## src/rtl/piso_tx.sv

```systemverilog
`default_nettype none
// ============================================================================
// Module   : piso_tx
// Purpose  : Parallel-in/serial-out transmitter with a valid/ready load
//            handshake and a framed, fully registered serial output.
// Revision : 1.0
// ============================================================================
module piso_tx #(
    parameter int WIDTH     = 8,
    parameter bit MSB_FIRST = 1'b1
) (
    input  logic             clk,
    input  logic             rst_n,
    input  logic             load_valid,
    output logic             load_ready,
    input  logic [WIDTH-1:0] din,
    output logic             sout,
    output logic             sframe,
    output logic             done
);

    localparam int            CW       = $clog2(WIDTH);
    localparam logic [CW-1:0] CNT_LOAD = CW'(WIDTH - 1);
    localparam logic [CW-1:0] CNT_ONE  = CW'(1);

    typedef enum logic [0:0] {
        IDLE  = 1'b0,
        SHIFT = 1'b1
    } state_t;

    state_t           state_q, state_d;
    logic [WIDTH-1:0] shreg_q, shreg_d;
    logic [CW-1:0]    cnt_q,   cnt_d;
    logic             sout_q,  sout_d;
    logic             sframe_q, sframe_d;
    logic             done_q,  done_d;

    logic             last_bit;
    logic             accept;
    logic             first_bit;
    logic             next_bit;
    logic [WIDTH-1:0] din_rest;
    logic [WIDTH-1:0] shreg_adv;

    // The first bit goes straight to the output flop, so the shift register
    // only ever holds the bits still waiting to be sent.
    generate
        if (MSB_FIRST) begin : g_msb_first
            assign first_bit = din[WIDTH-1];
            assign din_rest  = {din[WIDTH-2:0], 1'b0};
            assign next_bit  = shreg_q[WIDTH-1];
            assign shreg_adv = {shreg_q[WIDTH-2:0], 1'b0};
        end else begin : g_lsb_first
            assign first_bit = din[0];
            assign din_rest  = {1'b0, din[WIDTH-1:1]};
            assign next_bit  = shreg_q[0];
            assign shreg_adv = {1'b0, shreg_q[WIDTH-1:1]};
        end
    endgenerate

    assign last_bit   = (cnt_q == '0);
    assign load_ready = (state_q == IDLE) || last_bit;
    assign accept     = load_valid && load_ready;

    always_comb begin
        state_d  = state_q;
        shreg_d  = shreg_q;
        cnt_d    = cnt_q;
        sout_d   = sout_q;
        sframe_d = sframe_q;
        done_d   = 1'b0;

        if (accept) begin
            state_d  = SHIFT;
            shreg_d  = din_rest;
            cnt_d    = CNT_LOAD;
            sout_d   = first_bit;
            sframe_d = 1'b1;
        end else if (state_q == SHIFT) begin
            if (last_bit) begin
                state_d  = IDLE;
                shreg_d  = '0;
                sout_d   = 1'b0;
                sframe_d = 1'b0;
            end else begin
                shreg_d  = shreg_adv;
                cnt_d    = cnt_q - CNT_ONE;
                sout_d   = next_bit;
            end
        end

        // A frame completes whether or not the next word follows back-to-back.
        if ((state_q == SHIFT) && last_bit) begin
            done_d = 1'b1;
        end
    end

    always_ff @(posedge clk or negedge rst_n) begin
        if (!rst_n) begin
            state_q  <= IDLE;
            shreg_q  <= '0;
            cnt_q    <= '0;
            sout_q   <= 1'b0;
            sframe_q <= 1'b0;
            done_q   <= 1'b0;
        end else begin
            state_q  <= state_d;
            shreg_q  <= shreg_d;
            cnt_q    <= cnt_d;
            sout_q   <= sout_d;
            sframe_q <= sframe_d;
            done_q   <= done_d;
        end
    end

    assign sout   = sout_q;
    assign sframe = sframe_q;
    assign done   = done_q;

endmodule
`default_nettype wire

```

## config.mk

```make
export PLATFORM = sky130hd
export DESIGN_NAME = piso_tx
export DESIGN_NICKNAME = d
export VERILOG_FILES = /design/src/rtl/piso_tx.sv
export SDC_FILE = /design/constraint.sdc
export NUM_CORES = 1
export LEC_CHECK = 0
export BUFFER_PORTS_ARGS = -buffer_cell sky130_fd_sc_hd__buf_2
export CAP_MARGIN = 10
export CORE_MARGIN = 2
export CORE_UTILIZATION = 50
export DETAILED_ROUTE_END_ITERATION = 12
export PLACE_DENSITY = 0.8
export SLEW_MARGIN = 25
export SYNTH_ARGS = -nofsm -noshare
export SYNTH_HDL_FRONTEND = slang
export SYNTH_SLANG_ARGS = --single-unit
```

## constraint.sdc

```tcl
create_clock -name clk -period 1.65 [get_ports clk]
set_input_delay 0.165 -clock clk [delete_from_list [all_inputs] [get_ports clk]]
set_output_delay 0.165 -clock clk [all_outputs]
set_load 0.005 [all_outputs]
```

# Yosys cells after proc, flatten, opt, wreduce, memory -nomap -nowiden

Cells that the tools add are included.

Reduce and logical (&&, ||, !) cells: 8
Add/sub/neg operators: 1
$lt $le $gt $ge: 0
Mux-type cells: 16
Eq/ne operators: 1
Div/mod/pow operators: 0
Bitwise gates (word level): 1
Multipliers: 0
Shift operators: 0

Operators with widths:

| operator            | count |
|---|---|
| $mux 8              | 3 |
| $mux 1              | 10 |
| $mux 3              | 3 |
| $reduce_and 2->1    | 2 |
| $reduce_bool 2->1   | 2 |
| $logic_not 3->1     | 1 |
| $sub 3x1->3 const B | 1 |
| $logic_and 1x1->1   | 2 |
| $ne 2x1->1 const B  | 1 |
| $logic_or 1x1->1    | 1 |
| $not 1->1           | 1 |

ROM bits: 0
Output and inout bits: 4
Input bits: 11
Register bits: 15
Bits in writable memories: 0
Memories kept: 0
Bits in latches: 0
Word-level logic and storage cells: 33

# Depth between registers and ports, before layout

Word-level depth: 5
Depth in mapped cells: 9
Mapped depth without buffers: 7

# Worst setup path after synthesis

No wires, ideal clock.

Kind: register -> register
Start: reg cnt_q[0]
End: reg shreg_q[3]
Path buffers: 2
Path slack: 0.228 ns
Clock period less this slack: 1.422 ns
Stages on the path, launching flop included: 10
Data arrival time: 1.298 ns
Library setup time: 0.124 ns
Data required time: 1.526 ns
Path through: dfrtp_1 -> inv_1 -> ha_1 -> ha_1 -> nor2b_4 -> buf_6 -> inv_4 -> buf_8 -> nand3_2 -> nand2_1

Cells in the longest elaborated chain, start to end: 4
Elaborated cells on any way between the ends: 7
Classes of those cells: mux: 3; reduce/logical: 4

Ends and longest elaborated chain:

| item                                        | RTL line | text |
|---|---|---|
| start: declaration                          | 33       | `logic [CW-1:0] cnt_q, cnt_d;` |
| start signal: assignment                    | 109      | `cnt_q <= cnt_d;` |
| $logic_not 3->1 (*)                         | 61       | `assign last_bit = (cnt_q == '0);` |
| $logic_or 1x1->1 (*)                        | 62       | `assign load_ready = (state_q == IDLE) \|\| last_bit;` |
| named net load_ready                        | 15       | `output logic load_ready,` |
| $logic_and 1x1->1 (*)                       | 63       | `assign accept = load_valid && load_ready;` |
| $mux 8 or $reduce_bool 2->1 (tied branches) | --       |  |
| end signal: assignment                      | 108      | `shreg_q <= shreg_d;` |
| end: declaration                            | 32       | `logic [WIDTH-1:0] shreg_q, shreg_d;` |

Mark *: on every way through the listed nets, which the timed path passes. The rest lies on a longest branch. The select of a mux whose other input is x is not followed.
A chain may end at the register's enable or synchronous reset.

# Worst setup path after layout

Start: reg cnt_q[0]
End: out load_ready

Cells in the longest elaborated chain, start to end: 2

Ends and longest elaborated chain:

| item             | RTL line |
|---|---|
| $logic_not 3->1  | 61 |
| $logic_or 1x1->1 | 62 |
| end: declaration | 15 |

Every way passes these cells.

==> impl_metrics.json <==
{
  "cpMaxStageDelayCell": "dfrtp_1",
  "worst-path-buf-inv": 3,
  "dr.first_iter.drc_count": 13,
  "yosysWarnings": 0,
  "critPathRequiredTime_ns": 1.48,
  "rsz0062_at_grt": "false",
  "grt_max_degree": 16,
  "min_path_cells": 3,
  "path_clk_slew_ns": 0.08,
  "vdd_drop_max_mv": 1.04,
  "seq_area_frac_synth_pct": 52.9,
  "die_height_um": 40.4,
  "crit_path_max_incr_delay_ns": 0.35,
  "cts_buffers": 3,
  "coreArea_mm2": 0.00127,
  "avgSynthCellArea_um2": 11.2,
  "crit_family": "adder cells",
  "slew_headroom_pct": 67.5,
  "portBuffers": 14,
  "status": "completed",
  "syn-num-nets": 72,
  "grt_pass1_wl_um": 1730,
  "via_per_inst": 5.18,
  "hold_class": "in -> reg",
  "clk_latency_ns": 0.28,
  "whs_endpoint": "shreg_q[5]",
  "io_pins": 15,
  "timing.fmax_mhz": 642,
  "diodes": 0,
  "num_vias": 482,
  "grt_overflow": 0,
  "ant_nets": 0,
  "synth_cell_types": 20,
  "drtPass1Iterations": 4,
  "r2r_start": "cnt_q[0]",
  "fin_crit_sh_pct": 94.4,
  "slew_viol_final": 0,
  "crit_path_end_kind": "output port",
  "cts_tree": "built",
  "p_leak_nw": 0.411,
  "r2r-end": "shreg_q[1]",
  "rows": 13,
  "crit_arrival_ns": 1.39,
  "cp-start-kind": "register",
  "p_per_area_mw_per_mm2": 1740,
  "grt_pass1_vias": 404,
  "synth_area_um2": 662,
  "routedWlPerCell_um": 12.0,
  "htreeDepth": 1,
  "grt_use_total_pct": 16.0,
  "fin_crit_ns": 1.56,
  "r2r_setup_slack_ns": 0.10,
  "ff2ff_path_depth": 7,
  "dieArea_mm2": 0.00163,
  "gp_congestion": 0.673,
  "hp-start": "din[4]",
  "drive_gt1_share_pct": 42.3,
  "fin_skew_ns": 0.00622,
  "start_util_pct": 52.2,
  "dieWidth_um": 40.4,
  "finalSetupViolations": 0,
  "ys_ff_latch": 14,
  "nNetsFinal": 93,
  "cts_root_buffer": "clkbuf_4",
  "wirelength_um": 1120,
  "antenna_found_initial": 0,
  "synthToLayoutAreaGrowth_pct": 18.9,
  "dp_hpwl_um": 792,
  "worstMarginPinSlew_ns": 0.485,
  "cp_max_fo": 6,
  "cp_cell_sequence": "inv_1 -> ha_1 -> ha_2 -> nor2b_4 -> clkinv_4 -> buf_2",
  "hold_viol": 0,
  "tns_ns": 0,
  "critical_path_class": "reg -> out",
  "fillers": 109,
  "netlist_instances": 59,
  "clk_path_buf_depth": 2,
  "fin_hold_ws_ns": 0.114,
  "cts_sinks": 14,
  "cap_viol_max_count": 0,
  "drc": 0
}
[per-stage QoR]
stage	cell area, um2	utilization [%]	instances	worst slack, ns	power, mW
floorplan	662	-	59	0.228	1.04
global placement	727	57.3	86	0.248	1.11
detailed placement	727	57.3	86	0.206	1.13
CTS	767	60.5	91	0.0186	1.33
global route	787	62.0	93	0.00730	1.50
finish	787	62.0	93	0.0918	1.37
[cells in the final DEF, fill, tap and decap left out]
cell type	instances
dfrtp_1	14
ha_1	1
nor2_2	1
nor2b_4	1
clkbuf_4	3
a22oi_1	7
nand3_1	1
a32o_1	1
inv_1	4
o21ai_2	2
o21ai_0	2
nand3_2	6
clkinv_4	1
nand2_1	8
buf_2	14
dlygate4sd3_1	1
ha_2	1
buf_4	4
nor3_1	1
nor2_1	2
nand2b_1	1
a21oi_1	2
[synth_stat cells (all sizes together)]
cell type  instances  area share (%)
a21oi              2             1.5
a22oi              7             7.9
a32o               1             1.5
buf                3             4.7
dfrtp             14              53
ha                 2             3.8
inv                5             3.2
nand2              8             4.5
nand2b             1            0.95
nand3              7             9.8
nor2               3             2.1
nor2b              1             2.1
nor3               1            0.76
o21ai              4             4.2
[where the power goes]
group	switching (mW)	leakage [nW]	internal [mW]
logic	0.326	0.220	0.302
registers	0.0718	0.177	0.482
clock network	0.105	0.0138	0.0846
[flip-flops by register name, summed over array words and instances (netlist names)]
signal,count
cnt_q,3
done,1
sframe,1
shreg_q,7
sout,1
state_q,1
[cell type report]
type | instances | area (um2) | share of cell area (%)
Multi-Input combinational cell | 37 | 262 | 33.2
Timing Repair Buffer | 19 | 110 | 14.0
Sequential cell | 14 | 350 | 44.5
Clock buffer | 3 | 22.5 | 2.86
Tap cell | 15 | 18.8 | 2.38
Inverter | 5 | 23.8 | 3.02
[per-layer routing]
layer | track usage, % | routed length (um)
met3 | 3.33 | 53
met5 | 0 | 0
met2 | 22.2 | 510
met1 | 23.6 | 536
met4 | 7.50 | 15
[what timing repair did]
item,4_1_cts,5_1_grt
endpoints found under the setup margin,1,1
gates resized for setup,0,3
buffers inserted,1,2
hold buffers,1,0
endpoints found under the hold margin,14,0
[logic make-up after synthesis]
logic type                 Yosys count  share of synthesized area, %
and+or+nand+nor                     21                          20.2
DFF                                 14                          52.9
AOI/OAI and AO/OA                   14                          15.1
buffers and inverters                8                          7.94
adders and majority gates            2                          3.78
[worst register-to-register path, stage by stage, from the launching register on]
cell and delay (ns):
dfrtp_1 0.35, inv_1 0.04, ha_1 0.19, ha_2 0.19
nor2b_4 0.14, clkinv_4 0.09, buf_4 0.18, a32o_1 0.27
[worst max path at each step]
stage | start | to | slack, ns | cells after the start
3_3_place_gp | cnt_q[0] | shreg_q[1] | 0.25 | 6
5_1_grt | cnt_q[1] | load_ready | 0.007 | 6
3_5_place_dp | cnt_q[0] | shreg_q[1] | 0.21 | 6
2_1_floorplan | cnt_q[0] | shreg_q[3] | 0.23 | 9
4_1_cts | cnt_q[0] | load_ready | 0.02 | 6
6_report | cnt_q[0] | load_ready | 0.09 | 6
Power figures use the tool's default switching activity.
